`src/rtl/ram_channel_client.sv`:
```
// Initiator for the RAM read/write channel pair.
// One CPU load or store at a time, with timeout.
module ram_channel_client #(
  parameter int TIMEOUT_CYCLES = 64
) (
  input  logic        clk,
  input  logic        reset,
  input  logic        req_valid,
  output logic        req_ready,
  input  logic        req_write,
  input  logic [1:0]  req_size,
  input  logic        req_signed,
  input  logic [31:0] req_addr,
  input  logic [31:0] req_wdata,
  output logic        resp_valid,
  output logic        resp_error,
  output logic [31:0] resp_rdata,
  output logic [31:0] rd_address,
  output logic [1:0]  rd_sig_read,
  input  logic [31:0] rd_data,
  input  logic        rd_is_ready,
  output logic [31:0] wr_address,
  output logic [1:0]  wr_sig_write,
  output logic [31:0] wr_data,
  input  logic        wr_is_ready
);

  typedef enum logic [1:0] {
    S_IDLE,
    S_ISSUE,
    S_WAIT,
    S_RESP
  } state_t;

  localparam logic [31:0] TO = 32'(TIMEOUT_CYCLES);

  state_t      state;
  logic        wr_q;
  logic        sgn_q;
  logic [1:0]  size_q;
  logic [31:0] cnt;
  logic        sel_ready;
  logic        fire;
  logic [31:0] ext;
  logic [31:0] wmask;

  assign sel_ready = wr_q ? wr_is_ready : rd_is_ready;
  assign req_ready = (state == S_IDLE);

  // The strobe must react to is_ready in the same cycle it is sampled.
  assign fire = (state == S_ISSUE) && sel_ready;
  assign rd_sig_read  = (fire && !wr_q) ? size_q : 2'd0;
  assign wr_sig_write = (fire && wr_q) ? size_q : 2'd0;

  // Extend the raw read data according to the latched size.
  always_comb begin
    ext = rd_data;
    case (size_q)
      2'd1: ext = {{24{sgn_q & rd_data[7]}}, rd_data[7:0]};
      2'd2: ext = {{16{sgn_q & rd_data[15]}}, rd_data[15:0]};
      default: ext = rd_data;
    endcase
  end

  // Store data is right-aligned; bits above the size are cleared.
  always_comb begin
    wmask = 32'hFFFF_FFFF;
    case (req_size)
      2'd1: wmask = 32'h0000_00FF;
      2'd2: wmask = 32'h0000_FFFF;
      default: wmask = 32'hFFFF_FFFF;
    endcase
  end

  // Transaction FSM with registered response and channel address/data.
  always_ff @(posedge clk or posedge reset) begin
    if (reset) begin
      state      <= S_IDLE;
      wr_q       <= 1'b0;
      sgn_q      <= 1'b0;
      size_q     <= 2'd0;
      cnt        <= 32'd0;
      resp_valid <= 1'b0;
      resp_error <= 1'b0;
      resp_rdata <= 32'd0;
      rd_address <= 32'd0;
      wr_address <= 32'd0;
      wr_data    <= 32'd0;
    end else begin
      resp_valid <= 1'b0;
      resp_error <= 1'b0;
      case (state)
        S_IDLE: begin
          if (req_valid) begin
            wr_q   <= req_write;
            size_q <= req_size;
            sgn_q  <= req_signed;
            if (req_size == 2'd0) begin
              state      <= S_RESP;
              resp_valid <= 1'b1;
              resp_error <= 1'b1;
              resp_rdata <= 32'd0;
            end else begin
              state <= S_ISSUE;
              if (req_write) begin
                wr_address <= req_addr;
                wr_data    <= req_wdata & wmask;
              end else begin
                rd_address <= req_addr;
              end
            end
          end
        end
        S_ISSUE: begin
          if (sel_ready) begin
            state <= S_WAIT;
            cnt   <= 32'd0;
          end
        end
        S_WAIT: begin
          cnt <= cnt + 32'd1;
          if (cnt != 32'd0 && sel_ready) begin
            state      <= S_RESP;
            resp_valid <= 1'b1;
            resp_rdata <= wr_q ? 32'd0 : ext;
          end else if (TO != 32'd0 && cnt + 32'd1 == TO) begin
            state      <= S_RESP;
            resp_valid <= 1'b1;
            resp_error <= 1'b1;
            resp_rdata <= 32'd0;
          end
        end
        S_RESP: begin
          state <= S_IDLE;
          cnt   <= 32'd0;
        end
        default: state <= S_IDLE;
      endcase
    end
  end

endmodule

```
`config.mk`:
```
export PLATFORM = sky130hd
export DESIGN_NAME = ram_channel_client
export DESIGN_NICKNAME = d
export VERILOG_FILES = /design/src/rtl/ram_channel_client.sv
export SDC_FILE = /design/constraint.sdc
export NUM_CORES = 1
export LEC_CHECK = 0
export ABC_AREA = 1
export CAP_MARGIN = 20
export CORE_UTILIZATION = 48
export DETAILED_ROUTE_END_ITERATION = 12
export PLACE_DENSITY = 0.81
export SYNTH_ARGS = -nofsm -noshare
export SYNTH_HDL_FRONTEND = slang
export SYNTH_SLANG_ARGS = --single-unit
```
`constraint.sdc`:
```
create_clock -name clk -period 6.65 [get_ports clk]
set_clock_uncertainty 0.1 [all_clocks]
set_input_delay 1.33 -clock clk [delete_from_list [all_inputs] [get_ports clk]]
set_output_delay 1.33 -clock clk [all_outputs]
set_load 0.02 [all_outputs]
```
# [Yosys cells after proc, flatten, opt, wreduce, memory -nomap -nowiden]
# Index checks and enable logic that the tools add are counted.
[totals] output_inout_bits=135 word_cells=71 in_bits=105 ff_bits=168 mem_bits_rw=0 romBits=0 mem_count=0 latchBits=0
[classes] n_shift=0 eq_ne=12 mux=26 bitwise_logic=5 div_mod_pow=0 reduce_logical=16 addsub=1 magnitude_cmp=0 n_mul=0
[ops] cell="$mux W32" count=6
[ops] cell="$pmux W32 S2" count=3
[ops] cell="$pmux W32 S3" count=1
[ops] cell="$add A32 B1 Y32 const B" count=1
[ops] cell="$and A32 B32 Y32" count=1
[ops] cell="$eq A32 B7 Y1 const B" count=1
[ops] cell="$reduce_bool A32 Y1" count=1
[ops] cell="$mux W2" count=7
[ops] cell="$reduce_and A4 Y1" count=3
[ops] cell="$eq A2 B2 Y1 const B" count=4
[ops] cell="$pmux W2 S4" count=1
[ops] cell="$eq A2 B1 Y1 const B" count=3
[ops] cell="$mux W1" count=6
[ops] cell="$logic_and A1 B1 Y1" count=4
[ops] cell="$logic_not A2 Y1" count=2
[ops] cell="$ne A2 B2 Y1 const B" count=2
[ops] cell="$pmux W1 S2" count=2
[ops] cell="$reduce_and A2 Y1" count=2
[ops] cell="$ne A3 B3 Y1 const B" count=1
[ops] cell="$reduce_and A3 Y1" count=1
[ops] cell="$reduce_bool A3 Y1" count=1
[ops] cell="$and A1 B1 Y1" count=2
[ops] cell="$ne A2 B1 Y1 const B" count=1
[ops] cell="$not A1 Y1" count=2
[ops] cell="2 further kinds" count=2

# [Depth between registers and ports, before layout]
[logic_depth] ltp_word=5 depth_mapped=17 depth_no_buf=16

# [Worst setup path before layout]
# Ideal clock, no wire load.
[synth_timing] path_type="in2out" from="input rd_is_ready" to="output rd_sig_read[0]" required_ns=5.220 n_path_buf=0 arrival_time_ns=1.696 cell_stages=2 setup_slack_ns=3.524 path_cell_list="nand3_1 nor2_1"
[synth_between] elab_chain_len=4
[synth_rtl] element="from (decl)" line="21" text="input logic rd_is_ready,"
[synth_rtl] element="$mux W1" line="47" text="assign sel_ready = wr_q ? wr_is_ready : rd_is_ready;"
[synth_rtl] element="$logic_and A1 B1 Y1" line="51" text="assign fire = (state == S_ISSUE) && sel_ready;"
[synth_rtl] element="$logic_and A1 B1 Y1" line="52" text="assign rd_sig_read = (fire && !wr_q) ? size_q : 2'd0;"
[synth_rtl] element="$mux W2" line="52"
[synth_rtl] element="to (decl)" line="19" text="output logic [1:0] rd_sig_read,"
# Every way passes these cells.

# [Worst setup path after layout]
# Same ends and word-level chain as after synthesis.

==> run_results.csv <==
group,metric,value,unit
clock_network,clockBufferDepth,2,
final_layout,fin_cells,1511,
final_layout,fill_cells,1300,
final_layout,nets,1393,
final_layout,layout_commonest_cell,"nand2_1",
clock_network,cts_setup_buffers,0,
placement,placedCellCount,1478,
grt,grt-ovfl-total,0,
synth,yosysTopAreaCell,"dfrtp_1",
timing,drv_slew,0,
synth,synth_area_leaders,"dfrtp_1 52%, nand2_1 18%, o21ai_0 7.1%",
power_and_ir_drop,vdd_drop_max,0.000273,V
timing,period_share,63.4,%
power_and_ir_drop,p_per_area,393,nW/um2
timing,relSlewSlack,28.4,%
detailed_routing,viasPerCell,5.12,
setup_path,crit_fanout,2,
placement,globalplace.congestion,0.981,
floorplanning,initial_core_util,48.9,%
timing,rsz0062_at_grt,"false",
floorplanning,die_x,132,um
detailed_routing,antenna_left,0,
clock_network,path_clk_slew,70,ps
timing,tns,0,ps
detailed_routing,drt_iter0_drc,509,
clock_network,ctsResizeCount,0,
floorplanning,die_y,132,um
grt,grt_pass1_vias,7537,
synth,ys_seq_area_share,52.1,%
synth,synthXorXnorAreaFrac,0,%
synth,synth_nets,1168,
clock_network,cts_tree,"yes",
setup_path,criticalPathCategory,"in -> out",
final_layout,final_core_util,68.0,%
synth,syn_area_per_cell,7.67,um2
setup_path,cp.required,5220,ps
clock_network,htreeDepth,4,
floorplanning,coreArea,16500,um2
floorplanning,die-area,17300,um2
synth,synthesis.area,8070,um2
run_status,status,"finished, final reports clean",
synth,muxShareOfSynthArea,0,%
power_and_ir_drop,leakage,5.33,nW
synth,synth_fa_ha_area_share,1.55,%
final_layout,layout-drive-gt1-share,4.73,%
timing,finalSetupViolations,0,
synth,syn-instance-count,1053,
power_and_ir_drop,power,4.41,mW
floorplanning,ioPinCount,240,
timing,max_clock_freq,237,MHz
grt,grt_first_pass_wirelength,37600,um
detailed_routing,wl,22900,um
synth,ys_seq_elements,168,
synth,ys_types,28,
clock_network,root_buffer,"clkbuf_16",
timing,worstMarginPinSlew,1070,ps
timing,period_minus_slack,4220,ps
detailed_routing,drc_errors,0,
clock_network,clock_latency,430,ps
floorplanning,rows,47,
synth,synth_top_family_by_area,"simple AND/OR/NAND/NOR gates",
synth,ys_warn_count,0,
placement,hpwlAfterDp,16400,um
grt,grt_max_degree,76,
detailed_routing,first_pass_iters,5,
final_layout,final_cell_mix,"384 x nand2_1, 239 x clkdlybuf4s50_1, 168 x dfrtp_1",
detailed_routing,wire_per_inst,15.2,um
placement,io_buffers,239,
setup_path,end_kind,"output port",
clock_network,ctsHoldBuffers,0,
grt,grtUsageTotal,27.2,%
timing,hold_viol,0,
clock_network,numCtsBuffers,17,
final_layout,syn_to_final_growth,39.2,%
setup_path,crit_path_start_kind,"input pin",
synth,synth_top_area_share,52.1,%
final_layout,num_antenna_cells,0,
synth,synth_compound_gate_area_share,8.40,%
synth,synthSimpleGateAreaFrac,31.0,%
detailed_routing,vias,7739,
job,maxCapViolCount,0,
clock_network,numClockSinks,168,
grt,antenna_found_initial,0,
min_path,hp-class,"reg -> reg",
setup_path,worstPathArrival,2790,ps
-- cell usage after synthesis (all sizes together) --
library cell	number
clkbuf	32
or2	2
nand4	5
clkinv	1
inv	99
ha	10
o31ai	1
nand3	94
a21oi	8
nor3	19
buf	8
nand2	392
nor3b	1
nor4	4
dfrtp	168
and2	1
o21ai	116
o22ai	8
nor2	84
-- worst max-delay path, cell delays in order --
cell	delay, ps
clkdlybuf4s50_1	540
nand3_1	160
nor2_1	140
clkdlybuf4s50_1	610
-- stage by stage --
stage / worst slack (ps) / cell area, um2 / hold WS [ps]
2_1_floorplan: 673 / 8070 / 367
3_3_place_gp: 2440 / 10600 / 354
3_5_place_dp: 2430 / 10600 / 358
4_1_cts: 2430 / 11200 / 375
5_1_grt: 2360 / 11200 / 392
6_report: 2430 / 11200 / 370
-- metal layers --
| metal | vias up | track usage [%] | part of all wire, % |
|---|---|---|---|
| met3 | 24 | 7.68 | 8.2 |
| met4 | 0 | 9.04 | 1.6 |
| met5 | - | 0 | 0 |
| met2 | 275 | 44.7 | 48 |
| met1 | 3643 | 34.6 | 42 |
| li1 | 3797 | - | - |
-- sequential cells by signal, summed over array words and instances, names as in the netlist --
| register | cells |
|---|---|
| rd_address | 32 |
| resp_rdata | 32 |
| size_q | 2 |
| cnt | 32 |
| resp_valid | 1 |
| wr_data | 32 |
| wr_address | 32 |
| resp_error | 1 |
| sgn_q | 1 |
| wr_q | 1 |
| state | 2 |
-- logic make-up after synthesis --
logic type	count (synthesis)
fa+ha+maj	10
buf+inv	140
compound gates	133
flops	168
simple gates	602
-- cell type report --
class | instances | area (um2) | area share (%)
inverters | 100 | 380 | 3.38
well taps | 220 | 275 | 2.45
clock inverters | 14 | 161 | 1.44
clock buffers | 18 | 439 | 3.91
repair buffers | 246 | 2460 | 21.9
flip-flops and latches | 168 | 4200 | 37.4
multi-input cells | 745 | 3320 | 29.6
-- worst paths after layout --
| kind | start | endpoint | slack (ps) | cells after the start |
|---|---|---|---|---|
| max in group asynchronous | reset | resp_rdata[19] | 4030 | 3 |
| hold reg to reg | resp_rdata[31] | resp_rdata[31] | 370 | 2 |
| setup reg to reg | cnt[0] | resp_rdata[5] | 3090 | 12 |
| min in group asynchronous | reset | cnt[10] | 1260 | 2 |
| setup / recovery | rd_is_ready | rd_sig_read[0] | 2430 | 4 |
| hold / removal | resp_rdata[31] | resp_rdata[31] | 370 | 2 |
-- power by group --
group,internal (mW),switching (mW)
clock network,0.573,0.438
registers,1.33,0.186
logic,0.763,1.13
total,2.66,1.75
No activity file was read; power rests on OpenSTA's default activity.
